## config.mk

```make
export PLATFORM = sky130hd
export DESIGN_NAME = fetch_ctrl
export DESIGN_NICKNAME = d
export VERILOG_FILES = /design/src/rtl/fetch_ctrl_pkg.sv /design/src/rtl/fetch_ctrl_skid.sv /design/src/rtl/fetch_ctrl.sv
export SDC_FILE = /design/constraint.sdc
export NUM_CORES = 1
export LEC_CHECK = 0
export ABC_CLOCK_PERIOD_IN_PS = 6200
export CELL_PAD_IN_SITES_DETAIL_PLACEMENT = 1
export CELL_PAD_IN_SITES_GLOBAL_PLACEMENT = 1
export CORE_MARGIN = 4
export CORE_UTILIZATION = 41
export DETAILED_ROUTE_END_ITERATION = 10
export GPL_TIMING_DRIVEN = 0
export PLACE_DENSITY_LB_ADDON = 0.1
export SLEW_MARGIN = 20
export SYNTH_ARGS = -nofsm -noshare
export SYNTH_HDL_FRONTEND = slang
export SYNTH_SLANG_ARGS = --single-unit
```

## constraint.sdc

```tcl
create_clock -name clk -period 6.2 [get_ports clk]
set_input_delay 0.62 -clock clk [delete_from_list [all_inputs] [get_ports clk]]
set_output_delay 0.62 -clock clk [all_outputs]
set_load 0.05 [all_outputs]
```

## src/rtl/fetch_ctrl_pkg.sv

```systemverilog
// Shared types and constants for the fetch-stage sequencer.
package fetch_ctrl_pkg;

  localparam int unsigned XLEN    = 32;
  localparam int unsigned INSTR_W = 32;

  localparam logic [XLEN-1:0] RESET_PC = 32'h0000_3000;

  typedef enum logic [1:0] {
    S_RST  = 2'd0,
    S_REQ  = 2'd1,
    S_HOLD = 2'd2
  } fetch_state_e;

  // Modulo-2^32 address arithmetic; alignment is deliberately not checked.
  function automatic logic [XLEN-1:0] pc_plus(input logic [XLEN-1:0] pc,
                                              input logic [XLEN-1:0] inc);
    return pc + inc;
  endfunction

endpackage

```

## src/rtl/fetch_ctrl_skid.sv

```systemverilog
// One-entry instruction/PC buffer that parks a fetched word while F/D is stalled.
module fetch_ctrl_skid
  import fetch_ctrl_pkg::*;
(
  input  logic               clk,
  input  logic               reset,
  input  logic               load_i,
  input  logic               unload_i,
  input  logic [INSTR_W-1:0] instr_i,
  input  logic [XLEN-1:0]    pc_i,
  output logic               valid_o,
  output logic [INSTR_W-1:0] instr_o,
  output logic [XLEN-1:0]    pc_o
);

  logic               valid_q;
  logic [INSTR_W-1:0] instr_q;
  logic [XLEN-1:0]    pc_q;

  always_ff @(posedge clk) begin
    if (!reset) begin
      valid_q <= 1'b0;
      instr_q <= '0;
      pc_q    <= '0;
    end else if (load_i) begin
      valid_q <= 1'b1;
      instr_q <= instr_i;
      pc_q    <= pc_i;
    end else if (unload_i) begin
      valid_q <= 1'b0;
    end
  end

  assign valid_o = valid_q;
  assign instr_o = instr_q;
  assign pc_o    = pc_q;

endmodule

```

## src/rtl/fetch_ctrl.sv

```systemverilog
// Fetch-stage sequencer: owns the PC, drives the IM request and feeds the F/D register.
// Build option FETCH_DELAY_SLOT_EN: redirects keep the delay slot; otherwise they squash it.
//
// state  | meaning
// S_RST  | one cycle after reset, no request
// S_REQ  | IM request outstanding at pc
// S_HOLD | fetched word parked in the skid while F/D is stalled
module fetch_ctrl
  import fetch_ctrl_pkg::*;
(
  input  logic               clk,
  input  logic               reset,
  input  logic               stall_i,
  input  logic               redir_valid,
  input  logic [XLEN-1:0]    redir_target,
  output logic               im_req,
  output logic [XLEN-1:0]    im_addr,
  input  logic               im_ready,
  input  logic [INSTR_W-1:0] im_rdata,
  output logic               if_valid,
  output logic [INSTR_W-1:0] if_instr,
  output logic [XLEN-1:0]    if_pc,
  output logic [XLEN-1:0]    if_pc8
);

  fetch_state_e       state_q, state_d;
  logic [XLEN-1:0]    pc_q, pc_d;
  logic               redir_pend_q, redir_pend_d;
  logic [XLEN-1:0]    redir_tgt_q, redir_tgt_d;
  logic               if_valid_q, if_valid_d;
  logic [INSTR_W-1:0] if_instr_q, if_instr_d;
  logic [XLEN-1:0]    if_pc_q, if_pc_d;
`ifndef FETCH_DELAY_SLOT_EN
  logic               drop_q, drop_d;
`endif

  logic               skid_load, skid_unload, skid_valid;
  logic [INSTR_W-1:0] skid_instr;
  logic [XLEN-1:0]    skid_pc;

  logic               redir_acc, out_free;
  logic [XLEN-1:0]    next_pc;

  assign redir_acc = redir_valid && !stall_i;
  assign out_free  = !if_valid_q || !stall_i;
  // A redirect accepted in the same cycle as next_pc is used bypasses the pending target.
  assign next_pc   = redir_acc    ? redir_target :
                     redir_pend_q ? redir_tgt_q  : pc_plus(pc_q, 32'd4);

  fetch_ctrl_skid u_skid (
    .clk      (clk),
    .reset    (reset),
    .load_i   (skid_load),
    .unload_i (skid_unload),
    .instr_i  (im_rdata),
    .pc_i     (pc_q),
    .valid_o  (skid_valid),
    .instr_o  (skid_instr),
    .pc_o     (skid_pc)
  );

  always_comb begin
    state_d      = state_q;
    pc_d         = pc_q;
    redir_pend_d = redir_pend_q;
    redir_tgt_d  = redir_tgt_q;
    if_valid_d   = if_valid_q;
    if_instr_d   = if_instr_q;
    if_pc_d      = if_pc_q;
    skid_load    = 1'b0;
    skid_unload  = 1'b0;
`ifndef FETCH_DELAY_SLOT_EN
    drop_d       = drop_q;
`endif

    if (if_valid_q && !stall_i) begin
      if_valid_d = 1'b0;
    end

    unique case (state_q)
      S_RST: begin
        // D stage is empty coming out of reset, so redirects here are ignored.
        state_d = S_REQ;
      end

      S_REQ: begin
        if (im_ready) begin
`ifdef FETCH_DELAY_SLOT_EN
          if (out_free) begin
            if_valid_d   = 1'b1;
            if_instr_d   = im_rdata;
            if_pc_d      = pc_q;
            pc_d         = next_pc;
            redir_pend_d = 1'b0;
          end else begin
            skid_load = 1'b1;
            state_d   = S_HOLD;
          end
`else
          if (drop_q || redir_acc) begin
            pc_d         = next_pc;
            redir_pend_d = 1'b0;
            drop_d       = 1'b0;
          end else if (out_free) begin
            if_valid_d   = 1'b1;
            if_instr_d   = im_rdata;
            if_pc_d      = pc_q;
            pc_d         = next_pc;
            redir_pend_d = 1'b0;
          end else begin
            skid_load = 1'b1;
            state_d   = S_HOLD;
          end
`endif
        end else if (redir_acc) begin
          redir_pend_d = 1'b1;
          redir_tgt_d  = redir_target;
`ifndef FETCH_DELAY_SLOT_EN
          drop_d       = 1'b1;
`endif
        end
      end

      S_HOLD: begin
        if (!stall_i && skid_valid) begin
          skid_unload  = 1'b1;
          pc_d         = next_pc;
          redir_pend_d = 1'b0;
          state_d      = S_REQ;
`ifdef FETCH_DELAY_SLOT_EN
          if_valid_d   = 1'b1;
          if_instr_d   = skid_instr;
          if_pc_d      = skid_pc;
`else
          if (!redir_acc) begin
            if_valid_d = 1'b1;
            if_instr_d = skid_instr;
            if_pc_d    = skid_pc;
          end
`endif
        end
      end

      default: state_d = S_RST;
    endcase
  end

  always_ff @(posedge clk) begin
    if (!reset) begin
      state_q      <= S_RST;
      pc_q         <= RESET_PC;
      redir_pend_q <= 1'b0;
      redir_tgt_q  <= '0;
      if_valid_q   <= 1'b0;
      if_instr_q   <= '0;
      if_pc_q      <= '0;
`ifndef FETCH_DELAY_SLOT_EN
      drop_q       <= 1'b0;
`endif
    end else begin
      state_q      <= state_d;
      pc_q         <= pc_d;
      redir_pend_q <= redir_pend_d;
      redir_tgt_q  <= redir_tgt_d;
      if_valid_q   <= if_valid_d;
      if_instr_q   <= if_instr_d;
      if_pc_q      <= if_pc_d;
`ifndef FETCH_DELAY_SLOT_EN
      drop_q       <= drop_d;
`endif
    end
  end

  // Request side comes from registered state only.
  assign im_req   = (state_q == S_REQ);
  assign im_addr  = pc_q;
  assign if_valid = if_valid_q;
  assign if_instr = if_instr_q;
  assign if_pc    = if_pc_q;
  assign if_pc8   = pc_plus(if_pc_q, 32'd8);

endmodule

```

==> results of run 1 <==
## layout by cell type, fill, tap and decap left out, drive strengths merged, types with 4 or more instances in the layout
master	synthesis	layout
nand2	239	239
dfxtp	198	198
clkdlybuf4s50	0	196
a21oi	140	140
nor2	93	93
clkbuf	66	83
a211oi	74	74
mux2i	69	69
o21ai	39	39
buf	35	37
nand3	26	26
xnor2	20	20
inv	12	20
nand4	18	18
and3	17	17
xor2	14	14
nor4	11	11
a31oi	7	7
o31a	7	7
nor3	7	7
clkinv	0	7
nand2b	6	6
a21o	6	6
ha	5	5
and4	5	5
nor2b	4	4
o211ai	4	4
## cells in the mapped netlist (11+ instances only)
cell type / instances
and3_1: 17
nand2_1: 239
nor2_1: 93
o21ai_0: 38
dfxtp_1: 198
xor2_1: 14
a21oi_1: 140
mux2i_1: 69
a211oi_2: 50
nand3_1: 26
clkbuf_1: 64
inv_1: 11
nand4_1: 16
xnor2_1: 20
buf_2: 14
a211oi_1: 24
## worst paths after layout
kind | to | cells past startpoint | slack [ns]
setup / recovery | if_pc8[28] | 7 | 2.26
hold / removal | u_skid.pc_o[18] | 2 | 0.46
setup reg to reg | im_addr[9] | 9 | 3.62
hold reg to reg | u_skid.pc_o[18] | 2 | 0.46
## power groups by stage
| stage | sequential, uW | clock, uW | combinational (uW) |
|---|---|---|---|
| after floorplan | 1900 | 0 | 663 |
| after global placement | 1570 | 0 | 1530 |
| after detailed placement | 1570 | 0 | 1560 |
| after CTS | 1550 | 1150 | 1560 |
| after global routing | 1570 | 1200 | 1640 |
| final | 1550 | 1140 | 1560 |
## layout make-up
cell class / instances / share of cell area, %
sequential: 198 / 31.42
tap: 313 / 3.104
multi-input combinational: 851 / 40.88
inverter: 12 / 0.3570
clock buffer: 17 / 3.372
buffer: 101 / 3.818
timing repair buffer: 198 / 15.65
antenna: 1 / 0.01983
clock inverter: 15 / 1.388
## per-stage QoR
stage | hold WS [ns] | power, uW | cells | area [um2] | setup slack, ns
after global routing | 0.4707 | 4410 | 1706 | 12620 | 2.000
after global placement | 0.4383 | 3104 | 1671 | 11990 | 1.852
after CTS | 0.4577 | 4260 | 1705 | 12610 | 2.216
after detailed placement | 0.4468 | 3131 | 1673 | 12010 | 2.741
after floorplan | 0.4312 | 2567 | 1162 | 9635 | 2.616
final | 0.4576 | 4249 | 1706 | 12620 | 2.258
## registers in the layout (all words and copies together) (netlist names), 2 cells and up
signal and flops:
if_instr 32, if_pc 32, im_addr 32, redir_tgt_q 32, state_q 2, u_skid.instr_o 32, u_skid.pc_o 32
## logic make-up after synthesis
group                    synth area share, %
flip-flops                             41.14
AND/OR/NAND/NOR                        20.53
AO/OA/AOI/OAI                          21.96
multiplexers                           7.168
adder cells (fa/ha/maj)               0.6493
buffers and inverters                  5.467
XOR/XNOR                               3.091
## worst reg2reg max path, stage by stage, from the launching register on
cell,delay [ns]
dfxtp_1,0.33
inv_1,0.08
ha_1,0.25
buf_2,0.24
nand4b_1,0.18
o2111ai_1,0.27
buf_2,0.31
buf_1,0.55
a21oi_1,0.10
a21oi_1,0.20
## per-layer routing
metal  vias up  global-route usage, %  share of wire (%)
met5         -                      0                  0
met4         0                  6.398                1.7
met3        52                  4.567                5.4
met2       314                  44.80                 48
met1      4737                  34.86                 45
li1       4512                      -                  -
==> run_results.csv, run 1 <==
group,metric,value,unit
critical_path,critPathKind,"reg -> out",
yosys,yosys.area.top_type_share,41.14,%
yosys,syn_avg_cell_area,8.292,um2
yosys,synth_area,9635,um2
drt,first_iter_violations,589,
layout,regArea,3964,um2
layout,layout-drive-gt1-share,9.626,%
global_route,antenna_found_initial,1,
critical_path,timing.rr.start,"state_q[1]",
pwr,p_leak,0.004082,uW
floorplan,initial_core_util,42.17,%
timing,relSlewSlack,40.55,%
timing,setup_viol,0,
pwr,seqPwrFrac,36.4,%
clocking,clock_latency,0.45,ns
yosys,syn_nets,1236,
min_path,hold_start,"u_skid.pc_o[18]",
min_path,min_path_type,"reg -> reg",
drt,wl_per_cell,20.36,um
pwr,ir_drop,0.0001750,V
clocking,cts.sinks,198,
critical_path,critPathLaunch,"if_pc[13]",
timing,worstMarginPinSlew,0.8885,ns
yosys,synth_top_area_cell,"dfxtp_1",
critical_path,critPathBufInv,2,
clocking,cts_tree,"done",
global_route,grt_pass1_wl,54890,um
flow_run,drv_cap,0,
yosys,ys_ff_latch,198,
clocking,clkTransAtPathRegs,0.08,ns
timing,period_minus_slack,3.942,ns
pwr,internal_power,2465,uW
clocking,cts_root_buf,"clkbuf_16",
floorplan,die_w,161.3,um
pwr,p_switching,1784,uW
status,run_status,"finished, final reports clean",
pwr,power_density,336.8,nW/um2
global_route,track_usage,26.32,%
yosys,async_flop_share,0,%
place,hpwl,25550,um
clocking,ctsResizeCount,0,
critical_path,critPathLaunchType,"flip-flop",
critical_path,end_kind,"primary output",
pwr,pwr-share-comb,36.7,%
layout,area.growth.synth_to_final,30.94,%
layout,fin_util,55.22,%
clocking,postCtsSetupRepairBufs,0,
floorplan,dieArea,26020,um2
timing,fin_worst_skew,0.01608,ns
critical_path,critical-path-top-delay-family,"simple AND/OR/NAND/NOR gates",
layout,fillers,2789,
clocking,ctsHtreeMaxLevel,4,
yosys,ys_seq_area_share,41.14,%
timing,fmax,253.7,MHz
yosys,ys_top_cells_by_area,"dfxtp_1 41%, nand2_1 9.3%, a21oi_1 7.3%",
drt,antenna_left,0,
floorplan,pin_count,199,
timing,fin_crit_sh,63.58,%
drt,vias_per_cell,5.636,
critical_path,crit_arrival,3.32,ns
critical_path,cp_cell_sequence,"nand4_1 -> nor4b_2 -> buf_2 -> nand4_1 -> nor2_1 -> xor2_1 -> clkdlybuf4s50_1",
floorplan,die_h,161.3,um
timing,setup_tns,0,ns
drt,routed_wl,34730,um
critical_path,cp_slowest_stage_delay,0.82,ns
critical_path,cp_common_cell,"nand4_1",
floorplan,core-area,22850,um2
critical_path,cp_max_fo,4,
yosys,synthFlopType,"dfxtp_1",
place,port_buffers,196,
critical_path,critPathSlowestCell,"clkdlybuf4s50_1",
pwr,switching_share,41.99,%
layout,nets,1453,
floorplan,fp-row-count,55,
timing,rsz0062_at_grt,"false",
timing,slew_viol_final,0,
place,place_congestion,0.8827,
global_route,grt_max_degree,22,
drt,drc_errors,0,
drt,num_vias,9615,
global_route,grt_pass1_vias,9689,
clocking,cts_buffers,17,
global_route,gr-total-overflow,0,
clocking,hold_buffers,0,
layout,multiInputGateArea,5157,um2
critical_path,cp.required,5.58,ns
clocking,cts_buffer_depth,2,
pwr,p_clk_share,26.8,%
timing,hold_viol,0,
drt,first_pass_iters,5,
yosys,ys_types,63,
yosys,syn-instance-count,1162,
yosys,synth_edf_count,0,
yosys,yosysWarnings,0,
No activity file was read; power rests on OpenSTA's default activity.
==> run 2: changes to the inputs <==
ABC_CLOCK_PERIOD_IN_PS = 3530   (was 6200)
CORE_UTILIZATION = 34   (was 41)
clock period = 3.53 ns   (was 6.2 ns; I/O delays follow)
==> run 2 against run 1 <==
Compared with the run above: flip-flop and latch count is the same; count of clock-buffer cells in the layout grew 1; worst setup slack worse by 2.0 ns; power is 75% higher; routed wire length grew 3.0%; via count down 2.0%; cell count up 3.8%; critical path depth unchanged; clock power is 73% higher; hold slack worse by 0.078 ns; combinational power is 76% higher; critical endpoint is now if_pc8[18]; largest cell class unchanged.
==> run_results.csv, run 2 (same netlist as run 1, synthesis figures left out) <==
group,metric,value,unit
drt,vias_per_cell,5.326,
min_path,min_path_cells,3,
global_route,antenna_found_initial,0,
clocking,cts_root_buf,"clkbuf_16",
clocking,clock_latency,0.45,ns
pwr,seqPwrFrac,36.5,%
clocking,cts_buffers,17,
timing,fmax,302.1,MHz
layout,layout_common_cells,"239 x nand2_1, 198 x dfxtp_1, 186 x clkdlybuf4s50_1",
place,dp_cells,1736,
timing,hold_ws,0.3793,ns
pwr,p_clk_share,26.6,%
drt,met1_length,16310,um
flow_run,drv_cap,0,
timing,period_minus_slack,3.310,ns
clocking,hold_buffers,0,
layout,layout-drive-gt1-share,9.626,%
critical_path,end_kind,"primary output",
timing,fin_crit_sh,93.78,%
timing,setup_viol,0,
place,hpwl,26310,um
pwr,power_density,583.8,nW/um2
timing,fin_worst_skew,0.01540,ns
drt,wl_per_cell,20.21,um
layout,regArea,3964,um2
layout,final_common_cell,"nand2_1",
timing,slew_viol_final,0,
timing,rsz0062_at_grt,"false",
floorplan,core-area,27860,um2
pwr,p_leak,0.004209,uW
clocking,clkTransAtPathRegs,0.08,ns
drt,antenna_left,0,
drt,wl_met2,16880,um
global_route,gr-total-overflow,0,
global_route,grt_pass1_wl,55770,um
layout,instances_no_fill,1770,
clocking,cts_buffer_depth,2,
place,port_buffers,196,
critical_path,cp.required,3.18,ns
drt,dr_wl_met3,1930,um
pwr,p_switching,3097,uW
critical_path,rr_worst_depth,9,
global_route,grt_pass1_vias,9767,
critical_path,timing.rr.start,"state_q[1]",
critical_path,critPathKind,"reg -> out",
critical_path,ff2ff_setup_slack,0.90,ns
pwr,pwr-share-comb,36.9,%
critical_path,critPathLaunchType,"flip-flop",
clocking,ctsHtreeMaxLevel,4,
pwr,internal_power,4319,uW
floorplan,die_h,176.3,um
timing,relSlewSlack,24.96,%
drt,drc_errors,0,
place,place_congestion,0.8487,
drt,num_vias,9427,
pwr,switching_share,41.76,%
place,place_area,12080,um2
layout,nets,1454,
global_route,track_usage,22.66,%
drt,routed_wl,35770,um
layout,multiInputGateArea,5175,um2
layout,antenna_cells,0,
floorplan,initial_core_util,34.59,%
layout,postLayoutCellArea,12700,um2
clocking,cts_tree,"done",
pwr,p_total,7417,uW
status,run_status,"finished, final reports clean",
layout,area.growth.synth_to_final,31.85,%
drt,first_pass_iters,5,
timing,hold_viol,0,
drt,first_iter_violations,477,
clocking,cts.sinks,198,
floorplan,fp-row-count,61,
drt,top_layer,"met4",
critical_path,critPathLaunch,"if_pc[10]",
floorplan,pin_count,199,
floorplan,dieArea,31100,um2
floorplan,die_w,176.3,um
global_route,grt_max_degree,20,
min_path,min_path_type,"in -> reg",
critical_path,cp_max_fo,7,
min_path,hold_start,"stall_i",
critical_path,crit_arrival,2.96,ns
layout,fillers,3338,
timing,worstMarginPinSlew,1.110,ns
pwr,ir_drop,0.0003453,V
run 2: cell count changes in the layout (fill, tap and decap cells not counted), moves of 2 or more:
| cell | change |
|---|---|
| dlygate4sd2_1 | +5 |
| clkinvlp_4 | +2 |
| dlymetal6s2s_1 | +5 |
| clkdlybuf4s50_1 | -10 |
| buf_4 | +2 |
| clkinv_8 | -3 |
run 2: power by group through the flow:
| stage | registers (uW) | logic, uW | clock network [uW] |
|---|---|---|---|
| 6_report | 2710 | 2740 | 1970 |
| 5_1_grt | 2750 | 2900 | 2100 |
| 3_5_place_dp | 2760 | 2750 | 0 |
| 3_3_place_gp | 2760 | 2730 | 0 |
| 2_1_floorplan | 3340 | 1160 | 0 |
| 4_1_cts | 2710 | 2760 | 2010 |
run 2: final timing paths:
kind | end
setup / recovery | if_pc8[18]
hold / removal | u_skid.valid_o
setup reg to reg | im_addr[15]
hold reg to reg | redir_tgt_q[8]
run 2: worst max-delay path: stages (launching register included):
cell             delay [ns]
dfxtp_1                0.48
nand4_1                0.34
nor4b_4                0.29
buf_4                  0.19
buf_4                  0.16
nand2_1                0.08
xnor2_1                0.14
clkdlybuf4s50_1        0.84
run 2: area by class of cell:
class / count / share of cell area, %
clock buffers: 18 / 3.457
well taps: 378 / 3.723
plain buffers: 101 / 3.792
flip-flops and latches: 198 / 31.20
clock inverters: 13 / 1.073
inverters: 12 / 0.3545
repair buffers: 199 / 15.67
multi-input cells: 851 / 40.73
run 2: per-layer routing:
layer	track usage (%)	vias to the layer above
met5	0	-
met4	5.642	0
met3	4.026	48
met2	38.28	259
met1	30.22	4623
li1	-	4497
run 2: what timing repair did:
action	4_1_cts	5_1_grt
cloned	0	0
pin swaps	2	0
buffers inserted	3	0
endpoints found under the setup margin	14	5
gates resized for setup	7	5
run 2: stage by stage:
step,worst slack (ns),utilization [%],setup TNS [ns]
6_report,0.2196,45.61,0
5_1_grt,0.02406,45.61,0
4_1_cts,0.01270,45.56,0
3_5_place_dp,-0.1120,43.37,-0.2237
3_3_place_gp,-0.5174,43.33,-4.371
2_1_floorplan,0.2133,-,0
